--- src/rtl/uart_rx_ctrl.sv ---
// UART 8N1 receive controller driven by a 16x oversampling tick.
// Samples each bit once at mid-bit and reports bytes or framing errors with 1-clk strobes.
module uart_rx_ctrl #(
  parameter int OVERSAMPLE = 16,
  parameter int DATA_BITS  = 8
) (
  input  logic                 clk,
  input  logic                 rstn,
  input  logic                 tick,
  input  logic                 rxd,
  output logic [DATA_BITS-1:0] dout,
  output logic                 dout_vld,
  output logic                 frame_err,
  output logic                 busy
);
  localparam int CW = $clog2(OVERSAMPLE);
  localparam int BW = $clog2(DATA_BITS + 1);
  localparam logic [CW-1:0] HALF_M1  = CW'(OVERSAMPLE / 2 - 1);
  localparam logic [CW-1:0] FULL_M1  = CW'(OVERSAMPLE - 1);
  localparam logic [BW-1:0] LAST_BIT = BW'(DATA_BITS - 1);

  typedef enum logic [2:0] {IDLE, START, DATA, STOP, BREAK} state_t;

  state_t               state_q, state_d;
  logic [CW-1:0]        cnt_q, cnt_d;
  logic [BW-1:0]        bit_q, bit_d;
  logic [DATA_BITS-1:0] sh_q, sh_d;
  logic [DATA_BITS-1:0] dout_d;
  logic                 vld_d, ferr_d;
  logic                 rxd_m, rxd_s;

  always_ff @(posedge clk) begin
    if (!rstn) begin
      rxd_m     <= 1'b1;
      rxd_s     <= 1'b1;
      state_q   <= IDLE;
      cnt_q     <= '0;
      bit_q     <= '0;
      sh_q      <= '0;
      dout      <= '0;
      dout_vld  <= 1'b0;
      frame_err <= 1'b0;
    end else begin
      rxd_m     <= rxd;
      rxd_s     <= rxd_m;
      state_q   <= state_d;
      cnt_q     <= cnt_d;
      bit_q     <= bit_d;
      sh_q      <= sh_d;
      dout      <= dout_d;
      dout_vld  <= vld_d;
      frame_err <= ferr_d;
    end
  end

  always_comb begin
    state_d = state_q;
    cnt_d   = cnt_q;
    bit_d   = bit_q;
    sh_d    = sh_q;
    dout_d  = dout;
    vld_d   = 1'b0;
    ferr_d  = 1'b0;
    if (tick) begin
      case (state_q)
        IDLE: begin
          if (!rxd_s) begin
            cnt_d   = '0;
            state_d = START;
          end
        end
        START: begin
          cnt_d = cnt_q + 1'b1;
          // Mid start bit: confirm the line is still low, else treat as noise.
          if (cnt_q == HALF_M1) begin
            if (!rxd_s) begin
              cnt_d   = '0;
              bit_d   = '0;
              state_d = DATA;
            end else begin
              state_d = IDLE;
            end
          end
        end
        DATA: begin
          cnt_d = cnt_q + 1'b1;
          if (cnt_q == FULL_M1) begin
            sh_d  = {rxd_s, sh_q[DATA_BITS-1:1]};
            cnt_d = '0;
            bit_d = bit_q + 1'b1;
            if (bit_q == LAST_BIT) state_d = STOP;
          end
        end
        STOP: begin
          cnt_d = cnt_q + 1'b1;
          if (cnt_q == FULL_M1) begin
            cnt_d = '0;
            if (rxd_s) begin
              dout_d  = sh_q;
              vld_d   = 1'b1;
              state_d = IDLE;
            end else begin
              ferr_d  = 1'b1;
              state_d = BREAK;
            end
          end
        end
        BREAK: begin
          // Wait for the line to go idle so a held-low line cannot restart a frame.
          if (rxd_s) state_d = IDLE;
        end
        default: state_d = IDLE;
      endcase
    end
  end

  assign busy = (state_q != IDLE);
endmodule

--- config.mk ---
export PLATFORM = sky130hd
export DESIGN_NAME = uart_rx_ctrl
export DESIGN_NICKNAME = d
export VERILOG_FILES = /design/src/rtl/uart_rx_ctrl.sv
export SDC_FILE = /design/constraint.sdc
export NUM_CORES = 1
export LEC_CHECK = 0
export BUFFER_PORTS_ARGS = -buffer_cell sky130_fd_sc_hd__buf_2
export CAP_MARGIN = 30
export CELL_PAD_IN_SITES_DETAIL_PLACEMENT = 1
export CELL_PAD_IN_SITES_GLOBAL_PLACEMENT = 1
export CORE_MARGIN = 5
export CORE_UTILIZATION = 42
export DETAILED_ROUTE_END_ITERATION = 8
export GPL_TIMING_DRIVEN = 0
export PLACE_DENSITY_LB_ADDON = 0.1
export SYNTH_ARGS = -nofsm -noshare
export SYNTH_HDL_FRONTEND = slang
export SYNTH_SLANG_ARGS = --single-unit
--- constraint.sdc ---
create_clock -name clk -period 1.9 [get_ports clk]
set_input_delay 0.38 -clock clk [delete_from_list [all_inputs] [get_ports clk]]
set_output_delay 0.38 -clock clk [all_outputs]
set_load 0.02 [all_outputs]
==> run_results.csv <==
group,metric,value,unit
status,run_status,"finished, final reports clean",
yosys,netlist_top_cells_count,"31 x dfxtp_1, 30 x nand2_1, 13 x nand3_1",
critical_path,path_class,"reg -> reg",
timing,fin_crit_sh,96.58,%
critical_path,setup.worst_path.end_class,"flip-flop",
placement,port_buffers,14,
critical_path,path_buf_inv,1,
detailed_routing,routed_wl,3.378,mm
placement,placedCellCount,217,
clock_network,clockBufferDepth,2,
finish,n_antenna_cell,0,
yosys,yosysTopAreaCellShare,45.46,%
yosys,yosysMostFrequentCell,"dfxtp_1",
global_routing,antenna_found_initial,0,
yosys,async_flop_share,0,%
timing,worst_slack,0.06496,ns
placement,place_area,1490,um^2
critical_path,critPathMaxStageDelay,0.46,ns
clock_network,insertion_delay,0.34,ns
yosys,synthCells,159,
yosys,ys_types,41,
floorplan,initial_core_util,44.35,%
critical_path,crit_fanout,6,
detailed_routing,vias,1210,
placement,place_hpwl,2.354,mm
floorplan,die-area,4490,um^2
critical_path,crit_family,"simple AND/OR/NAND/NOR gates",
timing,rsz0062_at_grt,"yes",
yosys,synth_seq_area_share,45.46,%
critical_path,cp.required,2.15,ns
clock_network,cts_max_level,2,
pwr,power_density,737.7,nW/um^2
timing,period_minus_slack,1.835,ns
critical_path,worstPathArrival,2.09,ns
placement,post-place-ws,-0.05478,ns
yosys,synth.area.top_cells,"dfxtp_1 45%, nand2_1 8.2%, nand3_1 4.8%",
timing,skew,0.007575,ns
run,maxCapViolations,0,
timing,relSlewSlack,66.66,%
yosys,ys.warnings.count,0,
critical_path,crit_slowest_cell,"or3b_2",
finish,final_cell_count_no_fill,226,
finish,fin_nets,187,
finish,seq_area,620.6,um^2
yosys,syn_area,1365,um^2
critical_path,startpoint_type,"flip-flop",
clock_network,cts_tree,"yes",
yosys,synth-seq-cells,31,
yosys,synthFlopType,"dfxtp_1",
critical_path,path_cells,"ha_1 > and3_1 > clkbuf_2 > or3b_2 > o311a_4 > a311oi_2",
floorplan,row_count,20,
finish,drive_above_1_share,21.98,%
floorplan,core_region_area,3078,um^2
timing,slew_violations,0,
clock_network,cts_buffers,5,
floorplan,io-pin-count,15,
pwr,vdd_drop_max,0.4081,mV
yosys,synth_edf_count,0,
timing,setup_viol,0,
global_routing,grt_pass1_wl,5.506,mm
timing,max_freq,0.5449,GHz
placement,place_congestion,0.7831,
clock_network,cts-root-buf,"clkbuf_4",
global_routing,grtUsageTotal,16.79,%
detailed_routing,drtPass1Iterations,4,
global_routing,grt_pass1_vias,1157,
detailed_routing,antenna_left,0,
timing,hold-worst-slack,0.2189,ns
clock_network,clk_transition_reported_paths,0.11,ns
yosys,syn_area_per_cell,8.585,um^2
finish,multi_input_area,715.7,um^2
timing,setup_tns,0,ns
timing,worstMarginPinSlew,0.5002,ns
floorplan,die_h,67.01,um
finish,final_util,51.83,%
pwr,p_total,1.177,mW
finish,fillers,405,
yosys,synth_top_area_cell,"dfxtp_1",
min_path,hp-class,"in -> reg",
global_routing,grt_max_degree,11,
detailed_routing,drc,0,
global_routing,overflow,0,
yosys,syn_nets,165,
finish,syn_to_final_growth,16.87,%
finish,stdcell_area,1595,um^2
pwr,p_leak,0.5745,nW
clock_network,clkSinkCount,31,
floorplan,chipWidth,67.01,um
clock_network,cts_hold_buf,0,
detailed_routing,avgViaCountPerCell,5.354,
detailed_routing,drt_iter0_drc,51,
detailed_routing,wl_per_cell,14.95,um
timing,finalHoldViolCount,0,
==> flip-flops by register name, indices dropped and copies added (netlist names) <==
name / cells
bit_q: 4
cnt_q: 4
dout: 8
dout_vld: 1
frame_err: 1
rxd_m: 1
rxd_s: 1
sh_q: 8
state_q: 3
==> logic make-up after synthesis <==
group	Yosys count	synth area share, %
flip-flops	31	45.46
XOR/XNOR	2	1.283
buffers and inverters	11	3.758
multiplexers	2	1.558
AND/OR/NAND/NOR	74	28.32
AO/OA/AOI/OAI	37	17.78
adder cells (fa/ha/maj)	2	1.833
==> metal layers <==
metal	vias up	routed length, um	global-route usage (%)
li1	598	-	-
met1	589	1632	20.96
met2	16	1569	26.26
met3	7	124	5.565
met4	0	51	6.835
met5	-	0	0
==> cell type report <==
class / instances / area share [%]
Multi-Input combinational cell: 117 / 44.86
Sequential cell: 31 / 38.90
Timing Repair Buffer: 15 / 4.863
Clock buffer: 7 / 4.078
Tap cell: 44 / 3.451
Buffer: 10 / 3.137
Clock inverter: 1 / 0.4706
Inverter: 1 / 0.2353
==> power by group <==
part / total, mW / internal [mW] / switching (mW)
combinational: 0.0554 / 0.0192 / 0.0361
sequential: 0.656 / 0.653 / 0.00244
clock: 0.466 / 0.216 / 0.250
total: 1.18 / 0.889 / 0.288
==> path summary, 6_finish.rpt <==
path | end | startpoint | cells past startpoint | slack [ns]
worst max-delay path | state_q[2] | cnt_q[0] | 6 | 0.06
worst min-delay path | rxd_m | rxd | 2 | 0.22
worst max register to register | state_q[2] | cnt_q[0] | 6 | 0.06
worst min register to register | rxd_s | rxd_m | 1 | 0.44
==> repair_timing <==
item | 4_1_cts | 5_1_grt
endpoints found under the hold margin | 0 | 0
gates resized for setup | 0 | 6
endpoints found under the setup margin | 5 | 3
setup buffers | 1 | 0
pin swaps | 1 | 0
==> cell usage in the layout, fill, tap and decap left out, types with 3 or more instances in the layout <==
master / instances
and2_1: 3
buf_2: 16
clkbuf_4: 5
a21oi_1: 11
nor2_1: 7
dfxtp_1: 31
nand2b_1: 5
nand3_1: 12
clkbuf_1: 5
o21ai_0: 11
nand2_1: 30
and3_1: 3
(Power assumes the default switching activity.)
